==> config.mk <==
export PLATFORM = sky130hd
export DESIGN_NAME = temperature_alarm_controller
export DESIGN_NICKNAME = d
export VERILOG_FILES = /design/src/rtl/monitor_pkg.sv /design/src/rtl/alarm_blinker.sv /design/src/rtl/temperature_alarm_controller.sv
export SDC_FILE = /design/constraint.sdc
export NUM_CORES = 1
export LEC_CHECK = 0
export ABC_AREA = 1
export BUFFER_PORTS_ARGS = -buffer_cell sky130_fd_sc_hd__buf_4
export CAP_MARGIN = 40
export CORE_UTILIZATION = 40
export DETAILED_ROUTE_END_ITERATION = 7
export GPL_TIMING_DRIVEN = 0
export PLACE_DENSITY_LB_ADDON = 0.25
export SYNTH_ARGS = -nofsm -noshare
export SYNTH_HDL_FRONTEND = slang
export SYNTH_SLANG_ARGS = --single-unit
==> constraint.sdc <==
create_clock -name clk -period 2.1 [get_ports clk]
set_input_delay 0.315 -clock clk [delete_from_list [all_inputs] [get_ports clk]]
set_output_delay 0.315 -clock clk [all_outputs]
set_load 0.03 [all_outputs]
==> src/rtl/monitor_pkg.sv <==
// Shared definitions for the vital-sign monitors: alarm state encoding,
// default debounce/clear/blink settings and the normal temperature window.
package monitor_pkg;

    typedef enum logic [2:0] {
        ST_NORMAL  = 3'd0,
        ST_SUSPECT = 3'd1,
        ST_ALARM   = 3'd2,
        ST_ACKED   = 3'd3,
        ST_RECOVER = 3'd4
    } alarm_state_e;

    localparam int CONFIRM_COUNT_DEFAULT = 3;
    localparam int CLEAR_COUNT_DEFAULT   = 4;
    localparam int BLINK_HALF_DEFAULT    = 25000000;

    localparam logic [7:0] TEMP_LOW_C  = 8'd35;
    localparam logic [7:0] TEMP_HIGH_C = 8'd39;

    localparam logic [7:0] EVENT_COUNT_MAX = 8'hFF;

endpackage

==> src/rtl/alarm_blinker.sv <==
// Registered square-wave generator with a BLINK_HALF-cycle half-period.
// restart forces the output high with a fresh period; dropping enable parks it low.
module alarm_blinker
    import monitor_pkg::*;
#(
    parameter int BLINK_HALF = BLINK_HALF_DEFAULT
) (
    input  logic clk,
    input  logic rst,
    input  logic enable,
    input  logic restart,
    output logic wave
);

    localparam int CW = (BLINK_HALF > 1) ? $clog2(BLINK_HALF) : 1;
    localparam logic [CW-1:0] LAST = CW'(BLINK_HALF - 1);

    logic [CW-1:0] cnt_d, cnt_q;
    logic          wave_d, wave_q;

    // Next half-period counter and wave level.
    always_comb begin
        cnt_d  = cnt_q;
        wave_d = wave_q;
        if (restart) begin
            cnt_d  = {CW{1'b0}};
            wave_d = 1'b1;
        end else if (enable) begin
            if (cnt_q == LAST) begin
                cnt_d  = {CW{1'b0}};
                wave_d = ~wave_q;
            end else begin
                cnt_d  = cnt_q + CW'(1);
            end
        end else begin
            cnt_d  = {CW{1'b0}};
            wave_d = 1'b0;
        end
    end

    // Blinker state registers.
    always_ff @(posedge clk or posedge rst) begin
        if (rst) begin
            cnt_q  <= {CW{1'b0}};
            wave_q <= 1'b0;
        end else begin
            cnt_q  <= cnt_d;
            wave_q <= wave_d;
        end
    end

    assign wave = wave_q;

endmodule

==> src/rtl/temperature_alarm_controller.sv <==
// Debounces the per-sample temperature abnormality flag into a latched ward
// alarm that needs a nurse acknowledge plus sustained normal readings to clear.
module temperature_alarm_controller
    import monitor_pkg::*;
#(
    parameter int CONFIRM_COUNT = CONFIRM_COUNT_DEFAULT,
    parameter int CLEAR_COUNT   = CLEAR_COUNT_DEFAULT,
    parameter int BLINK_HALF    = BLINK_HALF_DEFAULT
) (
    input  logic       clk,
    input  logic       rst,
    input  logic       sampleValid,
    input  logic       temperatureAbnormality,
    input  logic       alarmAck,
    output logic       alarm,
    output logic       buzzer,
    output logic [2:0] alarmState,
    output logic [7:0] abnormalEventCount
);

    alarm_state_e state_d, state_q;
    logic [3:0]   cnt_d, cnt_q;
    logic [7:0]   event_cnt_d, event_cnt_q;
    logic         alarm_d, alarm_q;
    logic         blink_enable_s, blink_restart_s;
    logic         blink_wave_s;

    // State and sample-counter registers.
    always_ff @(posedge clk or posedge rst) begin
        if (rst) begin
            state_q     <= ST_NORMAL;
            cnt_q       <= 4'd0;
            event_cnt_q <= 8'd0;
            alarm_q     <= 1'b0;
        end else begin
            state_q     <= state_d;
            cnt_q       <= cnt_d;
            event_cnt_q <= event_cnt_d;
            alarm_q     <= alarm_d;
        end
    end

    // Next state: only valid samples advance the FSM, except the ALARM acknowledge.
    always_comb begin
        state_d = state_q;
        cnt_d   = cnt_q;
        case (state_q)
            ST_NORMAL: begin
                if (sampleValid) begin
                    if (temperatureAbnormality) begin
                        state_d = ST_SUSPECT;
                        cnt_d   = 4'd1;
                    end else begin
                        cnt_d   = 4'd0;
                    end
                end else begin
                    cnt_d = cnt_q;
                end
            end
            ST_SUSPECT: begin
                if (sampleValid) begin
                    if (!temperatureAbnormality) begin
                        state_d = ST_NORMAL;
                        cnt_d   = 4'd0;
                    end else if (cnt_q + 4'd1 == 4'(CONFIRM_COUNT)) begin
                        state_d = ST_ALARM;
                        cnt_d   = 4'd0;
                    end else begin
                        cnt_d   = cnt_q + 4'd1;
                    end
                end else begin
                    cnt_d = cnt_q;
                end
            end
            ST_ALARM: begin
                if (alarmAck) begin
                    state_d = ST_ACKED;
                    cnt_d   = 4'd0;
                end else begin
                    cnt_d = cnt_q;
                end
            end
            ST_ACKED: begin
                if (sampleValid) begin
                    if (temperatureAbnormality) begin
                        cnt_d   = 4'd0;
                    end else if (CLEAR_COUNT == 1) begin
                        state_d = ST_NORMAL;
                        cnt_d   = 4'd0;
                    end else begin
                        state_d = ST_RECOVER;
                        cnt_d   = 4'd1;
                    end
                end else begin
                    cnt_d = cnt_q;
                end
            end
            ST_RECOVER: begin
                if (sampleValid) begin
                    if (temperatureAbnormality) begin
                        state_d = ST_ACKED;
                        cnt_d   = 4'd0;
                    end else if (cnt_q + 4'd1 == 4'(CLEAR_COUNT)) begin
                        state_d = ST_NORMAL;
                        cnt_d   = 4'd0;
                    end else begin
                        cnt_d   = cnt_q + 4'd1;
                    end
                end else begin
                    cnt_d = cnt_q;
                end
            end
            default: begin
                state_d = ST_NORMAL;
                cnt_d   = 4'd0;
            end
        endcase
    end

    // Outputs derived from the transition so they appear the cycle after the sample.
    always_comb begin
        alarm_d         = (state_d == ST_ALARM) || (state_d == ST_ACKED) ||
                          (state_d == ST_RECOVER);
        blink_restart_s = (state_q != ST_ALARM) && (state_d == ST_ALARM);
        blink_enable_s  = (state_q == ST_ALARM) && (state_d == ST_ALARM);
        if ((state_q == ST_SUSPECT) && (state_d == ST_ALARM) &&
            (event_cnt_q != EVENT_COUNT_MAX)) begin
            event_cnt_d = event_cnt_q + 8'd1;
        end else begin
            event_cnt_d = event_cnt_q;
        end
    end

    alarm_blinker #(
        .BLINK_HALF(BLINK_HALF)
    ) u_blinker (
        .clk    (clk),
        .rst    (rst),
        .enable (blink_enable_s),
        .restart(blink_restart_s),
        .wave   (blink_wave_s)
    );

    assign alarm              = alarm_q;
    assign buzzer             = blink_wave_s;
    assign alarmState         = state_q;
    assign abnormalEventCount = event_cnt_q;

endmodule

Word level (Yosys, flattened, before mapping):

Index checks and enable logic that the tools add are counted.
W data, S select, Z words.

* register bits: 42
* input bits: 5
* output and inout port bits: 13
* word-level logic and storage cells: 66

* add/sub/neg operators: 3
* equal/unequal tests: 18
* multiplexer cells: 30
* bitwise operators: 1
* reduce and logical (&&, ||, !) cells: 8

Operators with widths (count)
* $mux W25: 3
* $mux W4: 9
* $mux W3: 11
* $add A25 B1 Y25 const B: 1
* $eq A25 B25 Y1 const B: 1
* $pmux W4 S5: 1
* $pmux W3 S5: 1
* $eq A3 B2 Y1 const B: 4
* $ne A2 B2 Y1 const B: 5
* $add A8 B1 Y8 const B: 1
* $ne A8 B8 Y1 const B: 1
* $eq A3 B3 Y1 const B: 2
* $mux W1: 5
* $reduce_and A5 Y1: 1
* $add A4 B1 Y4 const B: 1
* $eq A4 B2 Y1 const B: 1
* $eq A4 B3 Y1 const B: 1
* $logic_and A1 B1 Y1: 4
* $eq A3 B1 Y1 const B: 1
* $logic_not A3 Y1: 1
* $ne A3 B1 Y1 const B: 1
* $ne A3 B2 Y1 const B: 1
* $logic_or A1 B1 Y1: 2
* $not A1 Y1: 1

Depth between registers and ports, before layout:

Gate-level depths: netlist of the first run.

* depth after elaboration: 10
* depth in mapped cells: 12

By module:

A second synthesis of the first run with hierarchy kept.

* cell total of the unflattened synthesis: 369
* area total of the unflattened synthesis: 2697.6 µm²

By module, submodules not included
* alarm_blinker: instances 1, cells an instance 212, area an instance 1519.0 µm², sequential area each 650.6 µm²
* temperature_alarm_controller: instances 1, cells an instance 157, area an instance 1178.6 µm², sequential area each 400.4 µm²

Least setup slack after synthesis of the first run:

Ideal clock, no wire load.

* kind: register -> register
* from: register event_cnt_q[0] (netlist: abnormalEventCount[0])
* to: register event_cnt_q[6] (netlist: abnormalEventCount[6])
* library setup time: 0.065 ns
* arrival: 1.520 ns
* data required time: 2.035 ns
* slack: 0.515 ns
* stages on the path, launching flop included: 8
* buffers on the path: 0
* clock period less this slack: 1.585 ns
* path through: dfrtp_1 -> ha_1 -> nand3_1 -> nor2_1 -> nand3_2 -> nand2_2 -> nand2_1 -> nand2_1

* longest elaborated chain between the ends: 2

Ends and longest elaborated chain
* start, declared: RTL line temperature_alarm_controller.sv:23 `logic [7:0] event_cnt_d, event_cnt_q;`
* start signal, assigned: RTL line temperature_alarm_controller.sv:38 `event_cnt_q <= event_cnt_d;`
* parallel branches: the longest is 2 deep, another holds $add A8 B1 Y8

Several ways; the timed one is not identified.
A chain may end at the register's enable or synchronous reset.

Worst setup path in the final report of the first run:

* from: register u_blinker.cnt_q[0]
* to: register u_blinker.cnt_q[11]

* longest elaborated chain between the ends: 4

Ends and longest elaborated chain
* start, declared: RTL line alarm_blinker.sv:18 `logic [CW-1:0] cnt_d, cnt_q;`
* start signal, assigned: RTL line alarm_blinker.sv:44 `cnt_q <= {CW{1'b0}};`
* start signal, assigned: RTL line alarm_blinker.sv:47 `cnt_q <= cnt_d;`
* $add A25 B1 Y25 or $eq A25 B25 Y1 (tied branches): RTL line alarm_blinker.sv:33, alarm_blinker.sv:29
* $mux W25 *: RTL line alarm_blinker.sv:29 `if (cnt_q == LAST) begin`
* $mux W25 *: RTL line alarm_blinker.sv:28 `end else if (enable) begin`
* $mux W25 *: RTL line alarm_blinker.sv:25 `if (restart) begin`
* net u_blinker.cnt_d[11]: RTL line alarm_blinker.sv:18

Mark *: on every way through the listed nets, which the timed path passes. The rest lies on a longest branch.

==> flow_summary.ini, run 1 <==
[run_status]
outcome = complete, no violations

[die]
core_area_mm2 = 0.00603
die-area_mm2 = 0.00666
initial_core_util = 0.420
die_w_um = 81.6
fp.dieH_um = 81.6
rows = 28
ios = 18

[timing]
hold_slack_ps = 268
layout_min_cycle_time_ps = 1770
tns_ps = 0
fin_skew_ps = 6.13
layout_setup_ws_ps = 325
post-route-period-util = 0.845
maxSlewHeadroom = 0.812
drv_slew = 0
finalHoldViolCount = 0
fmaxAchievable_mhz = 563
grt_setup_unrepaired = false
setup_viol = 0
worst-slew-pin-transition_ps = 280

[power]
seqPwrFrac = 0.452
ir_worst_vdd_uv = 476
combPwrFrac = 0.239
p_per_area_mw_per_mm2 = 712
p_sw_frac = 0.332
p_sw_w = 0.000684
clock_power_share = 0.309
leakage_nw = 1.35
p_int_w = 0.00138

[setup_path]
cp_max_fo = 10
timing.rr.start = u_blinker.cnt_q[0]
r2r-end = u_blinker.cnt_q[11]
cp.required_ps = 2290
cp_slowest_stage_delay_ps = 370
critPathMostFrequentCell = nand2_1
path_cells = ha_1, nand2_1, nor2_4, nand2_1, nor2_1, nand2_1, nand2_2, buf_6, nor2_1
cpMaxStageDelayCell = dfrtp_1
path_delay_family = simple AND/OR/NAND/NOR gates
cp_num_cells = 9
path_buf_inv = 1
end_kind = flip-flop
crit_start = u_blinker.cnt_q[0]
critPathCapture = u_blinker.cnt_q[11]
r2r_slack_ps = 330
arrival_ps = 1960
path_class = flip-flop to flip-flop
r2r_cells = 9
setup.worst_path.start_class = flip-flop

[drt]
via_per_inst = 4.84
antenna_left = 0
drtIter0Drc = 80
vias = 2183
wl_per_cell_um = 11.8
dr.pass1.iters = 4
drt-total-wl_um = 5320
drcViolationCount = 0

[clocking]
htree_levels = 2
cts_sinks = 42
insertion_delay_ps = 300
max-clock-path-buffers = 2
cts-root-buf = clkbuf_8
post_cts_buffers = 0
cts_inserted_buffers = 5
tritoncts = built
clk_pin_slew_ps = 80
cts_resized = 0

[layout]
drive_above_1_share = 0.136
final_common_cell = nand2_1
synthToLayoutAreaGrowth_pct = 14.2
layout_common_cells = 105 x nand2_1, 53 x nor2_1, 42 x inv_1, 42 x dfrtp_1, 27 x nand3_1
fin_area_mm2 = 0.00289
diodes = 0
nets = 384
layout.cells.non_filler = 451

[synth]
syn_nets = 358
synth_cell_types = 30
synth_cells = 349
syn_area_mm2 = 0.00253
yosysTopAreaCell = dfrtp_1
synth_warnings = 0
postSynthAreaPerCell_um2 = 7.26
seq_area_frac_synth = 0.415
netlist.area_leader.share = 0.415
synth_area_leaders = dfrtp_1 41%, nand2_1 16%, nor2_1 7.9%, inv_1 6.4%, xor2_1 5.9%
ys_ff_latch = 42

[placed_design]
placedCellCount = 442
io_buffers = 17
postPlaceCellArea_mm2 = 0.00278
dp_slack_ps = 329
place.gp.congestion = 0.853
dp_hpwl_um = 3970

[global_routing]
antenna_found_initial = 0
grt_max_degree = 33
grt_pass1_vias = 2056
track_usage = 0.182
grt_first_pass_wirelength_um = 9200
overflow = 0

[hold_path]
hold_class = primary input to flip-flop

[flow_run]
cap_violations = 0
[cell type report]
cell class	count	area, µm²
Tap cell	75	93.8
Buffer	3	27.5
Fill cell	631	3130
Inverter	48	180
Clock inverter	3	40.0
Timing Repair Buffer	19	158
Multi-Input combinational cell	256	1270
Clock buffer	5	68.8
Sequential cell	42	1050
[worst reg2reg max path, cell delays in order (launching register included)]
cell	delay (ps)
dfrtp_1	370
ha_1	250
nand2_1	130
nor2_4	180
nand2_1	80
nor2_1	100
nand2_1	80
nand2_2	220
buf_6	200
nor2_1	50
[cells by family after synthesis]
kind of cell,after synthesis,synth area share
adders and majority gates,4,0.0198
AOI/OAI and AO/OA,11,0.0257
xor gates and xnor gates,20,0.0691
buffers and inverters,51,0.0820
and+or+nand+nor,221,0.389
DFF,42,0.415
[power by group through the flow]
stage | clock network, W | logic [W] | registers [W]
2_1_floorplan | 0 | 0.000284 | 0.00101
3_3_place_gp | 0 | 0.000486 | 0.000948
3_5_place_dp | 0 | 0.000498 | 0.000946
4_1_cts | 0.000664 | 0.000500 | 0.000932
5_1_grt | 0.000692 | 0.000552 | 0.000944
6_report | 0.000636 | 0.000493 | 0.000933
[registers in the layout, indices dropped and copies added, names as in the netlist]
| name | flops |
|---|---|
| alarmState | 3 |
| cnt_q | 4 |
| alarm | 1 |
| u_blinker.cnt_q | 25 |
| u_blinker.wave | 1 |
| abnormalEventCount | 8 |
[metrics by stage]
stage,utilization,power [W]
finish,0.480,0.00206
floorplan,-,0.00129
detailed placement,0.461,0.00144
global placement,0.457,0.00143
global route,0.480,0.00219
CTS,0.480,0.00210
[worst min-delay path by stage]
stage                             startpoint                  to  cells after the start
after global routing                alarmAck       alarmState[0]                      3
after floorplan           u_blinker.cnt_q[0]  u_blinker.cnt_q[0]                      1
final                               alarmAck       alarmState[0]                      3
after detailed placement                 rst            cnt_q[3]                      2
after global placement    u_blinker.cnt_q[0]  u_blinker.cnt_q[0]                      1
after CTS                           alarmAck       alarmState[0]                      3
[metal layers]
metal / vias up / routed length, µm / global-route usage / share of wire
met5: - / 0 / 0 / 0
met4: 0 / 78 / 0.0684 / 0.015
met3: 7 / 198 / 0.0356 / 0.037
met2: 32 / 2530 / 0.313 / 0.47
met1: 1014 / 2520 / 0.225 / 0.47
li1: 1130 / - / - / -
[cell usage after synthesis (all sizes together)]
cell type and instances:
nand3 29, inv 47, clkinv 1, a21oi 4, nor3b 2, nor2 57
nor3 17, nand2 110, xnor2 3, ha 4, o21ai 5, o21bai 1
buf 3, nor4 1, xor2 17, nand3b 1, nand4 4, dfrtp 42
o2111ai 1
[what timing repair did]
action                                  in CTS  in global routing
hold buffers                                 1                  0
endpoints found under the setup margin       0                  0
endpoints found under the hold margin       10                  0
Power figures use the tool's default switching activity.
==> run 2, diff against run 1 <==
==> constraint.sdc (replaced) <==
create_clock -name clk -period 1.4 [get_ports clk]
set_input_delay 0.21 -clock clk [delete_from_list [all_inputs] [get_ports clk]]
set_output_delay 0.21 -clock clk [all_outputs]
set_load 0.03 [all_outputs]
==> flow_summary.ini, run 2 (synthesized netlist as in run 1, its figures left out) <==
[die]
core_area_mm2 = 0.00603
ios = 18
initial_core_util = 0.420
rows = 28
fp.dieH_um = 81.6
die_w_um = 81.6
die-area_mm2 = 0.00666

[layout]
layout_common_cells = 96 x nand2_1, 40 x inv_1, 35 x dfrtp_1
fin_area_mm2 = 0.00343
diodes = 0
multi_input_area_mm2 = 0.00159
synthToLayoutAreaGrowth_pct = 35.5
regArea_mm2 = 0.00106
final_common_cell = nand2_1
top_register = u_blinker.cnt_q
final_util = 0.570
drive_above_1_share = 0.338
nFillCells = 567
largest_reg_flops = 25
layout.cells.non_filler = 475
nets = 408

[setup_path]
end_kind = flip-flop
setup.worst_path.start_class = flip-flop
cp_max_fo = 5
cp.required_ps = 1630
path_class = flip-flop to flip-flop
arrival_ps = 1840

[clocking]
cts_inserted_buffers = 5
max-clock-path-buffers = 2
insertion_delay_ps = 300
cts_sinks = 42
htree_levels = 2
cts-root-buf = clkbuf_8
tritoncts = built
clk_pin_slew_ps = 70

[timing]
layout_setup_ws_ps = -212
setup_viol = 29
worst-slew-pin-transition_ps = 455
layout_min_cycle_time_ps = 1610
fin_skew_ps = 10.1
tns_ps = -2950
fmaxAchievable_mhz = 620
drv_slew = 0
finalHoldViolCount = 0
grt_setup_unrepaired = true
post-route-period-util = 1.15
maxSlewHeadroom = 0.694

[run_status]
violations = setup timing
outcome = finished, violations left

[drt]
drtIter0Drc = 131
via_per_inst = 5.00
wl_per_cell_um = 12.9
drcViolationCount = 0
dr.pass1.iters = 4
drt-total-wl_um = 6150
vias = 2374
antenna_left = 0

[hold_path]
hold_class = primary input to flip-flop

[global_routing]
grt_first_pass_wirelength_um = 9940
antenna_found_initial = 0
overflow = 0
grt_max_degree = 33
grt_pass1_vias = 2258
track_usage = 0.197

[power]
ir_worst_vdd_uv = 920
p_per_area_mw_per_mm2 = 956
leakage_nw = 1.55

[flow_run]
cap_violations = 0

[placed_design]
io_buffers = 17
placedCellCount = 442
dp_hpwl_um = 4110
place.gp.congestion = 0.836
postPlaceCellArea_mm2 = 0.00285
dp_slack_ps = -291
## run 2: cell count changes in the layout (fill, tap and decap cells not counted), moves of 7 or more
cell / previous run / this run
buf_4: 17 / 34
dfrtp_1: 42 / 35
dfrtp_2: 0 / 7
nand2_1: 105 / 96
nand3_1: 27 / 20
nor2_1: 53 / 32
nor2_2: 2 / 15
nor2_4: 2 / 10
nor3_1: 13 / 5
## run 2: worst paths after layout
check	end	from	slack, ps	cells past startpoint
setup / recovery	abnormalEventCount[0]	cnt_q[0]	-210	10
hold / removal	alarmState[0]	alarmAck	200	3
setup reg to reg	abnormalEventCount[0]	cnt_q[0]	-210	10
hold reg to reg	cnt_q[3]	cnt_q[3]	520	2
max in group asynchronous	u_blinker.cnt_q[9]	rst	540	4
min in group asynchronous	cnt_q[2]	rst	400	3
## run 2: critical path: stages, from the launching register on
cell	delay [ps]
dfrtp_1	410
ha_2	220
inv_1	40
nand2_1	50
nand2_1	70
nor2_1	110
nand2_2	100
nor3_4	240
buf_6	170
nand3b_1	70
nand2_1	70
## run 2: final cells by class
type	count	area share
flip-flops and latches	42	0.309
plain buffers	3	0.00911
clock inverters	1	0.00146
well taps	75	0.0273
clock buffers	7	0.0252
repair buffers	43	0.111
inverters	48	0.0547
multi-input cells	256	0.463
## run 2: metal layers
layer | wire length (µm) | track usage | vias to the layer above
met5 | 0 | 0 | -
met4 | 103 | 0.0719 | 0
met3 | 193 | 0.0367 | 12
met2 | 3110 | 0.349 | 37
met1 | 2740 | 0.238 | 1143
li1 | - | - | 1182
## run 2: timing repair
| item | 4_1_cts | 5_1_grt |
|---|---|---|
| endpoints found under the setup margin | 34 | 36 |
| endpoints found under the hold margin | 10 | 0 |
| gates resized for setup | 29 | 45 |
| setup buffers | 14 | 8 |
| pin swaps | 11 | 20 |
| gates cloned | 2 | 0 |
| hold buffers | 1 | 0 |
## run 2: metrics by stage
| stage | power [W] | hold slack, ps |
|---|---|---|
| 2_1_floorplan | 0.00197 | 364 |
| 3_3_place_gp | 0.00219 | 472 |
| 3_5_place_dp | 0.00221 | 163 |
| 4_1_cts | 0.00318 | 172 |
| 5_1_grt | 0.00345 | 212 |
| 6_report | 0.00328 | 198 |
## run 2: power breakdown
group	internal (W)	switching, W	total [W]
Clock	0.000398	0.000412	0.000810
Sequential	0.00130	0.000114	0.00142
Combinational	0.000429	0.000625	0.00105
